<file path="src/rtl/clk_meter.sv">
// Frequency/period meter: synchronises a slow external signal and reports the
// period and high time of each complete cycle in master-clock cycles.
module clk_meter #(
  parameter int WIDTH   = 32,
  parameter int TIMEOUT = 8333334
) (
  input  logic             clk,
  input  logic             rst,
  input  logic             sig_in,
  output logic [WIDTH-1:0] period,
  output logic [WIDTH-1:0] high_time,
  output logic             valid,
  output logic             timeout
);

  localparam logic [WIDTH-1:0] LP_CNT_LAST = WIDTH'(TIMEOUT - 1);

  typedef enum logic {S_WAIT_FIRST, S_MEASURE} state_t;

  state_t           r_state;
  logic             r_sync1;
  logic             r_sync2;
  logic             r_hist;
  logic [WIDTH-1:0] r_cnt;
  logic [WIDTH-1:0] r_hlatch;

  logic             w_rise;
  logic             w_fall;
  logic [WIDTH-1:0] w_cnt_inc;

  assign w_rise    = r_sync2 & ~r_hist;
  assign w_fall    = ~r_sync2 & r_hist;
  assign w_cnt_inc = r_cnt + WIDTH'(1);

  always_ff @(posedge clk) begin
    if (rst) begin
      r_sync1   <= 1'b0;
      r_sync2   <= 1'b0;
      r_hist    <= 1'b0;
      r_state   <= S_WAIT_FIRST;
      r_cnt     <= '0;
      r_hlatch  <= '0;
      period    <= '0;
      high_time <= '0;
      valid     <= 1'b0;
      timeout   <= 1'b0;
    end else begin
      r_sync1 <= sig_in;
      r_sync2 <= r_sync1;
      r_hist  <= r_sync2;
      valid   <= 1'b0;
      case (r_state)
        S_WAIT_FIRST: begin
          // The first rise only opens a measurement window; no result yet.
          r_cnt <= '0;
          if (w_rise) r_state <= S_MEASURE;
        end
        S_MEASURE: begin
          r_cnt <= w_cnt_inc;
          if (w_fall) r_hlatch <= w_cnt_inc;
          if (w_rise) begin
            period    <= w_cnt_inc;
            high_time <= r_hlatch;
            valid     <= 1'b1;
            timeout   <= 1'b0;
            r_cnt     <= '0;
          end else if (r_cnt == LP_CNT_LAST) begin
            // A rise landing on the last allowed cycle takes priority above.
            timeout <= 1'b1;
            r_state <= S_WAIT_FIRST;
            r_cnt   <= '0;
          end
        end
        default: begin
          r_state <= S_WAIT_FIRST;
          r_cnt   <= '0;
        end
      endcase
    end
  end

endmodule

</file>
<file path="config.mk">
export PLATFORM = sky130hd
export DESIGN_NAME = clk_meter
export DESIGN_NICKNAME = d
export VERILOG_FILES = /design/src/rtl/clk_meter.sv
export SDC_FILE = /design/constraint.sdc
export NUM_CORES = 1
export LEC_CHECK = 0
export BUFFER_PORTS_ARGS = -buffer_cell sky130_fd_sc_hd__buf_4
export CAP_MARGIN = 15
export CORE_MARGIN = 2
export CORE_UTILIZATION = 45
export CTS_BUF_LIST = sky130_fd_sc_hd__clkbuf_4 sky130_fd_sc_hd__clkbuf_8 sky130_fd_sc_hd__clkbuf_16
export CTS_CLUSTER_DIAMETER = 80
export CTS_CLUSTER_SIZE = 20
export DETAILED_ROUTE_END_ITERATION = 7
export GPL_TIMING_DRIVEN = 0
export PLACE_DENSITY = 0.61
export REMOVE_ABC_BUFFERS = 1
export SLEW_MARGIN = 20
export SYNTH_ARGS = -nofsm -noshare
export SYNTH_HDL_FRONTEND = slang
export SYNTH_SLANG_ARGS = --single-unit
export TNS_END_PERCENT = 5
</file>
<file path="constraint.sdc">
create_clock -name clk -period 5.1 [get_ports clk]
set_input_delay 1.02 -clock clk [delete_from_list [all_inputs] [get_ports clk]]
set_output_delay 1.02 -clock clk [all_outputs]
set_load 0.005 [all_outputs]
</file>
==> run metrics, run 1 <==
Worst setup EP type flip-flop; area delta synth->final 27.4%; Arrival @ worst endpoint 3.00 ns; Nets 542; EDFF count, synth 0; largest net degree at the start of global routing 40; initial antenna violation count 0; Core ar. 10200 um^2; GRT Total Usage 18.9%; met1 WL 4730 um; top sig layer met4; clk_skew 0.00659 ns; Ports 69; mapped cell area 4650 um^2; cell type of the slowest stage on the worst timing path nor4_2; R2R depth 6; CTS H-tree depth 4; fmax 390 MHz; Sum Neg Setup Slack 0 ns; routed wl met2 4460 um; CTS hold repair buffers 0; cell-internal power 0.00184 W; Max IR drop VDD 0.212 mV; vias in the first global route 3454; DP Area 5330 um^2; post-route ant nets 0; ant diodes 0; asr flop ratio synth 0%; layout cells sized above 1 20.2%; post-CTS setup buffers 0; CTS sink cnt 134; register area share after synthesis 57.7%; Seq cells post-synth 134; fin area 5920 um^2; Clock Path Buffers 2; Maximum Capacitance Violations 0; CP startpoint r_cnt[0]; Hold Path Class flip-flop to flip-flop; vias per cell 5.15; via count 3526; reg2reg setup slack 2.53 ns; CP Launch Type flip-flop; Slew Viols, Final 0; Avg Cell Area, Syn 9.77 um^2; worst-margin pin slew 1.01 ns; post-synth cell types 33; leakage 2.18 nW; endpoints failing setup 0; die area 11200 um^2; Yosys warning count 0; Clock transition at path regs 0.06 ns; Initial DRT Pass Iterations 4; Comb power frac 1.4%; FILL cells 941; Tmin final 2.57 ns; Sw Pwr 0.000448 W; switching share of power 19.6%; WS Path Type flip-flop to flip-flop; power share of the clock group 52.6%; fin util 58.1%; first-pass GRT wire length 16800 um; top-area cell type share of the netlist area 57.7%; hold_sp r_sync1; # port buffers 68; width of the die 106 um; WL per Instance 14.3 um; CP max FO 10; Rel. slew slack 32.2%; clk_lat worst skew 0.52 ns; Final HPWL DP 6480 um; clock root cell clkbuf_8; CTS resizes 0; Hold Crit Endpoint r_sync2; synth top area cells dfxtp_1, a22o_1, nor2_1; CTS buffer count 17; Seq pwr share 46.0%; RSZ-0062 raised after global routing no; CTS tree built; initial drt markers 134; Main synth FF type dfxtp_1; outcome finished, final reports clean; Crit path largest cell delay 0.85 ns; pwr dens 387 nW/um^2; Fin. Hold Viols 0; worst path required time 5.54 ns; WHS Path Cells 1; Crit Reg-Reg Endpoint r_hlatch[28]; die height 106 um; Remaining DRCs 0; crit-path cells ha_1, nand3_1, nor4_2, nand4_1, xor2_1, a211oi_1; Post-Layout Cell Count 685; Synth Instances 476; Synth area leader dfxtp_1; Final Cycle Share 50.3%; FF-to-FF Start r_cnt[0]; row cnt 37; met3 routed WL 435 um; Routed WL 9780 um; Initial Util 45.6%; GPL Wtd Cong 0.817; placed insts 654; remaining global-route overflow 0
[cells by family after synthesis]
family | synth area share (%)
and+or+nand+nor | 18.2
buffers and inverters | 2.77
AOI/OAI and AO/OA | 15.1
DFF | 57.7
adders and majority gates | 0.538
xor gates and xnor gates | 5.65
[cell type report]
class	instances	area (um^2)	area share [%]
clock buffers	21	463	7.82
clock inverters	10	128	2.16
inverters	4	15.0	0.254
multi-input cells	308	1860	31.3
flip-flops and latches	134	2680	45.3
well taps	136	170	2.87
repair buffers	72	608	10.3
[registers in the layout (all words and copies together) (netlist names)]
register,count
high_time,32
period,32
r_cnt,32
r_hist,1
r_hlatch,32
r_state,1
r_sync1,1
r_sync2,1
timeout,1
valid,1
[cells in the final DEF (no fill, tap or decap), types with 9 or more instances in the layout]
cell type	count
a211oi_1	31
a22o_1	32
buf_4	68
clkbuf_16	16
dfxtp_1	134
nand2_1	43
nand3_1	14
nand4_1	9
nor2_1	71
o21ai_0	32
xnor2_1	15
xor2_1	15
[routing by layer]
metal	vias to the layer above	global-route usage (%)
met4	0	8.18
met3	15	5.75
met1	1637	24.3
met2	74	29.4
li1	1800	-
met5	-	0
[worst max path at each step]
stage	endpoint
after floorplan	high_time[0]
after global placement	high_time[18]
after detailed placement	high_time[5]
after CTS	r_hlatch[28]
after global routing	r_hlatch[16]
final	r_hlatch[28]
[synth_stat cells (2+ instances only)]
cell type  instances
dfxtp_1          134
nor2_1            72
nand2_1           43
a22o_1            32
o21ai_0           32
a211oi_1          31
clkbuf_1          23
xnor2_1           15
xor2_1            15
nand3_1           14
nand4_1            9
nor3_1             8
buf_1              6
and3_1             4
and4_1             4
inv_1              4
nor2b_1            4
nor4_1             4
and2_1             3
nor4bb_1           3
a21oi_1            2
ha_1               2
nor4b_1            2
[metrics by stage]
step	power, W	worst slack (ns)	hold WS [ns]
after floorplan	0.00109	1.32	0.414
after global placement	0.00110	-0.392	0.428
after detailed placement	0.00111	2.12	0.427
after CTS	0.00231	2.51	0.441
after global routing	0.00236	2.32	0.456
final	0.00229	2.53	0.436
[power groups by stage]
stage / logic [W] / registers (W) / clock network [W]
2_1_floorplan: 0.0000137 / 0.00108 / 0
3_3_place_gp: 0.0000255 / 0.00108 / 0
3_5_place_dp: 0.0000328 / 0.00108 / 0
4_1_cts: 0.0000329 / 0.00105 / 0.00123
5_1_grt: 0.0000357 / 0.00105 / 0.00127
6_report: 0.0000327 / 0.00105 / 0.00120
[critical path, delay by kind of cell, from the launching register on]
| family | cells | cell delay, ns |
|---|---|---|
| compound gates | 1 | 0.22 |
| xor+xnor | 1 | 0.25 |
| flops | 1 | 0.44 |
| fa+ha+maj | 1 | 0.29 |
| simple gates | 3 | 1.27 |
Power figures use the tool's default switching activity.
==> run 2: changes to the inputs <==
--- a/config.mk
+++ b/config.mk
@@ -14,7 +14,7 @@
 export CTS_CLUSTER_SIZE = 20
 export DETAILED_ROUTE_END_ITERATION = 7
 export GPL_TIMING_DRIVEN = 0
-export PLACE_DENSITY = 0.61
+export PLACE_DENSITY = 0.64
 export REMOVE_ABC_BUFFERS = 1
 export SLEW_MARGIN = 20
 export SYNTH_ARGS = -nofsm -noshare
==> constraint.sdc (replaced) <==
create_clock -name clk -period 2.1 [get_ports clk]
set_input_delay 0.42 -clock clk [delete_from_list [all_inputs] [get_ports clk]]
set_output_delay 0.42 -clock clk [all_outputs]
set_load 0.005 [all_outputs]
==> run metrics, run 2 (same netlist as run 1, synthesis figures left out) <==
outcome finished, final reports clean; CTS sink cnt 134 (unchanged); Core ar. 10200 um^2 (unchanged); GPL Wtd Cong 0.844 (+3.3%); fmax 479 MHz (+23%); CTS buffer count 17 (unchanged); Setup WS pre-CTS -0.383 ns (-2.50 ns); GRT Total Usage 18.8% (-0.095 points); commonest non-fill, non-tap cell in the layout dfxtp_1; Seq pwr share 44.3% (-1.7 points); Clock Path Buffers 2 (unchanged); worst setup margin 0.0117 ns (-2.52 ns); vias per cell 5.21 (+1.1%); die area 11200 um^2 (unchanged); largest net degree at the start of global routing 40 (unchanged); initial drt markers 147 (+9.7%); hold slack 0.128 ns (-0.307 ns); Sw Pwr 0.00112 W (+150%); Tmin final 2.09 ns (-0.477 ns); Final HPWL DP 6460 um (-0.37%); most frequent cells in the layout dfxtp_1, buf_4, nor2_1; Clock transition at path regs 0.06 ns (about the same); Ports 69 (unchanged); Initial DRT Pass Iterations 4 (unchanged); pwr dens 943 nW/um^2 (+140%); first-pass GRT wire length 16700 um (-0.61%); WS Path Type flip-flop to flip-flop; fin area 6110 um^2 (+3.3%); CP Launch Type flip-flop; Comb power frac 1.4% (about the same); die height 106 um (unchanged); grt peak-use layer met2; FILL cells 905 (-3.8%); WL per Instance 14.5 um (+1.3%); width of the die 106 um (unchanged); Hold Path Class primary input to flip-flop; CTS H-tree depth 4 (unchanged); Routed WL 10000 um (+2.3%); CTS tree built; switching share of power 19.5% (-0.078 points); Rel. slew slack 52.4% (+20 points); clock root cell clkbuf_8; initial antenna violation count 0 (unchanged); area delta synth->final 31.5%; Fin. Hold Viols 0 (unchanged); clk_skew 0.00768 ns (+0.00110 ns); Nets 549 (+1.3%); GR Util met1 24.7% (+0.35 points); CP max FO 6 (-4); Remaining DRCs 0 (unchanged); leakage 2.26 nW (+3.7%); row cnt 37 (unchanged); placed insts 655 (+0.15%); worst-margin pin slew 0.713 ns (-0.296 ns); ant diodes 0 (unchanged); layout cells sized above 1 24.6% (+4.4 points); GR Util met2 30.1% (+0.69 points); worst path required time 2.53 ns (-3.01 ns); endpoints failing setup 0 (unchanged); Sequential cell area 2700 um^2 (+0.79%); power share of the clock group 54.3% (+1.7 points); cell-internal power 0.00464 W (+150%); Maximum Capacitance Violations 0 (unchanged); footprint of the multi-input gates 1930 um^2 (+4.2%); Final Cycle Share 99.4% (+49 points); remaining global-route overflow 0 (unchanged); DP Area 5340 um^2 (about the same); Max IR drop VDD 0.475 mV (+120%); Arrival @ worst endpoint 2.52 ns (-0.48 ns); Initial Util 45.6% (unchanged); Slew Viols, Final 0 (unchanged); via count 3602 (+2.2%); Worst setup EP type flip-flop; # port buffers 68 (unchanged); clk_lat worst skew 0.51 ns (about the same); M3 GR Usage 4.33% (-1.4 points); post-route ant nets 0 (unchanged); vias in the first global route 3362 (-2.7%); RSZ-0062 raised after global routing yes; Post-Layout Cell Count 692 (+1.0%)
-- run 2: routing by layer --
metal | up-vias | part of all wire, %
met2 | 75 | 48
li1 | 1805 | -
met3 | 15 | 3.8
met1 | 1707 | 47
met4 | 0 | 1.5
met5 | - | 0
-- run 2: final cells by class --
class                           count  share of cell area, %
Sequential cell                   134                   44.2
Multi-Input combinational cell    308                   31.6
Timing Repair Buffer               79                   10.7
Clock buffer                       18                   7.00
Clock inverter                     13                   3.36
Tap cell                          136                   2.78
Inverter                            4                  0.266
-- run 2: critical path, stage by stage, from the launching register on --
cell,delay [ns]
dfxtp_2,0.37
and3_1,0.22
or4b_4,0.51
buf_4,0.18
nor4_2,0.36
xnor2_2,0.14
a211oi_1,0.23
-- run 2: power groups by stage --
| stage | Combinational [W] | Clock, W | Sequential (W) |
|---|---|---|---|
| 2_1_floorplan | 0.0000333 | 0 | 0.00261 |
| 3_3_place_gp | 0.0000622 | 0 | 0.00261 |
| 3_5_place_dp | 0.0000794 | 0 | 0.00261 |
| 4_1_cts | 0.0000805 | 0.00317 | 0.00256 |
| 5_1_grt | 0.0000885 | 0.00330 | 0.00255 |
| 6_report | 0.0000798 | 0.00313 | 0.00256 |
-- run 2: final timing paths --
kind                       end  slack [ns]      start  depth (start not counted)
setup / recovery  r_hlatch[23]        0.01  r_cnt[12]                          6
hold / removal         r_sync1        0.13     sig_in                          2
setup reg to reg  r_hlatch[23]        0.01  r_cnt[12]                          6
hold reg to reg        r_sync2        0.43    r_sync1                          1
-- run 2: metrics by stage --
stage | utilization [%] | TNS, ns | power (W)
floorplan | - | -92.86 | 0.00264
CTS | 59.4 | -0.0160 | 0.00581
detailed placement | 52.4 | -9.83 | 0.00269
global placement | 51.2 | -236.02 | 0.00267
global route | 60.0 | -0.407 | 0.00594
finish | 60.0 | 0 | 0.00577
-- run 2: what timing repair did --
item | CTS | global route
resized for setup | 16 | 11
setup buffers | 3 | 3
endpoints found under the setup margin | 64 | 56
hold buffers | 0 | 0
pin swaps | 2 | 5
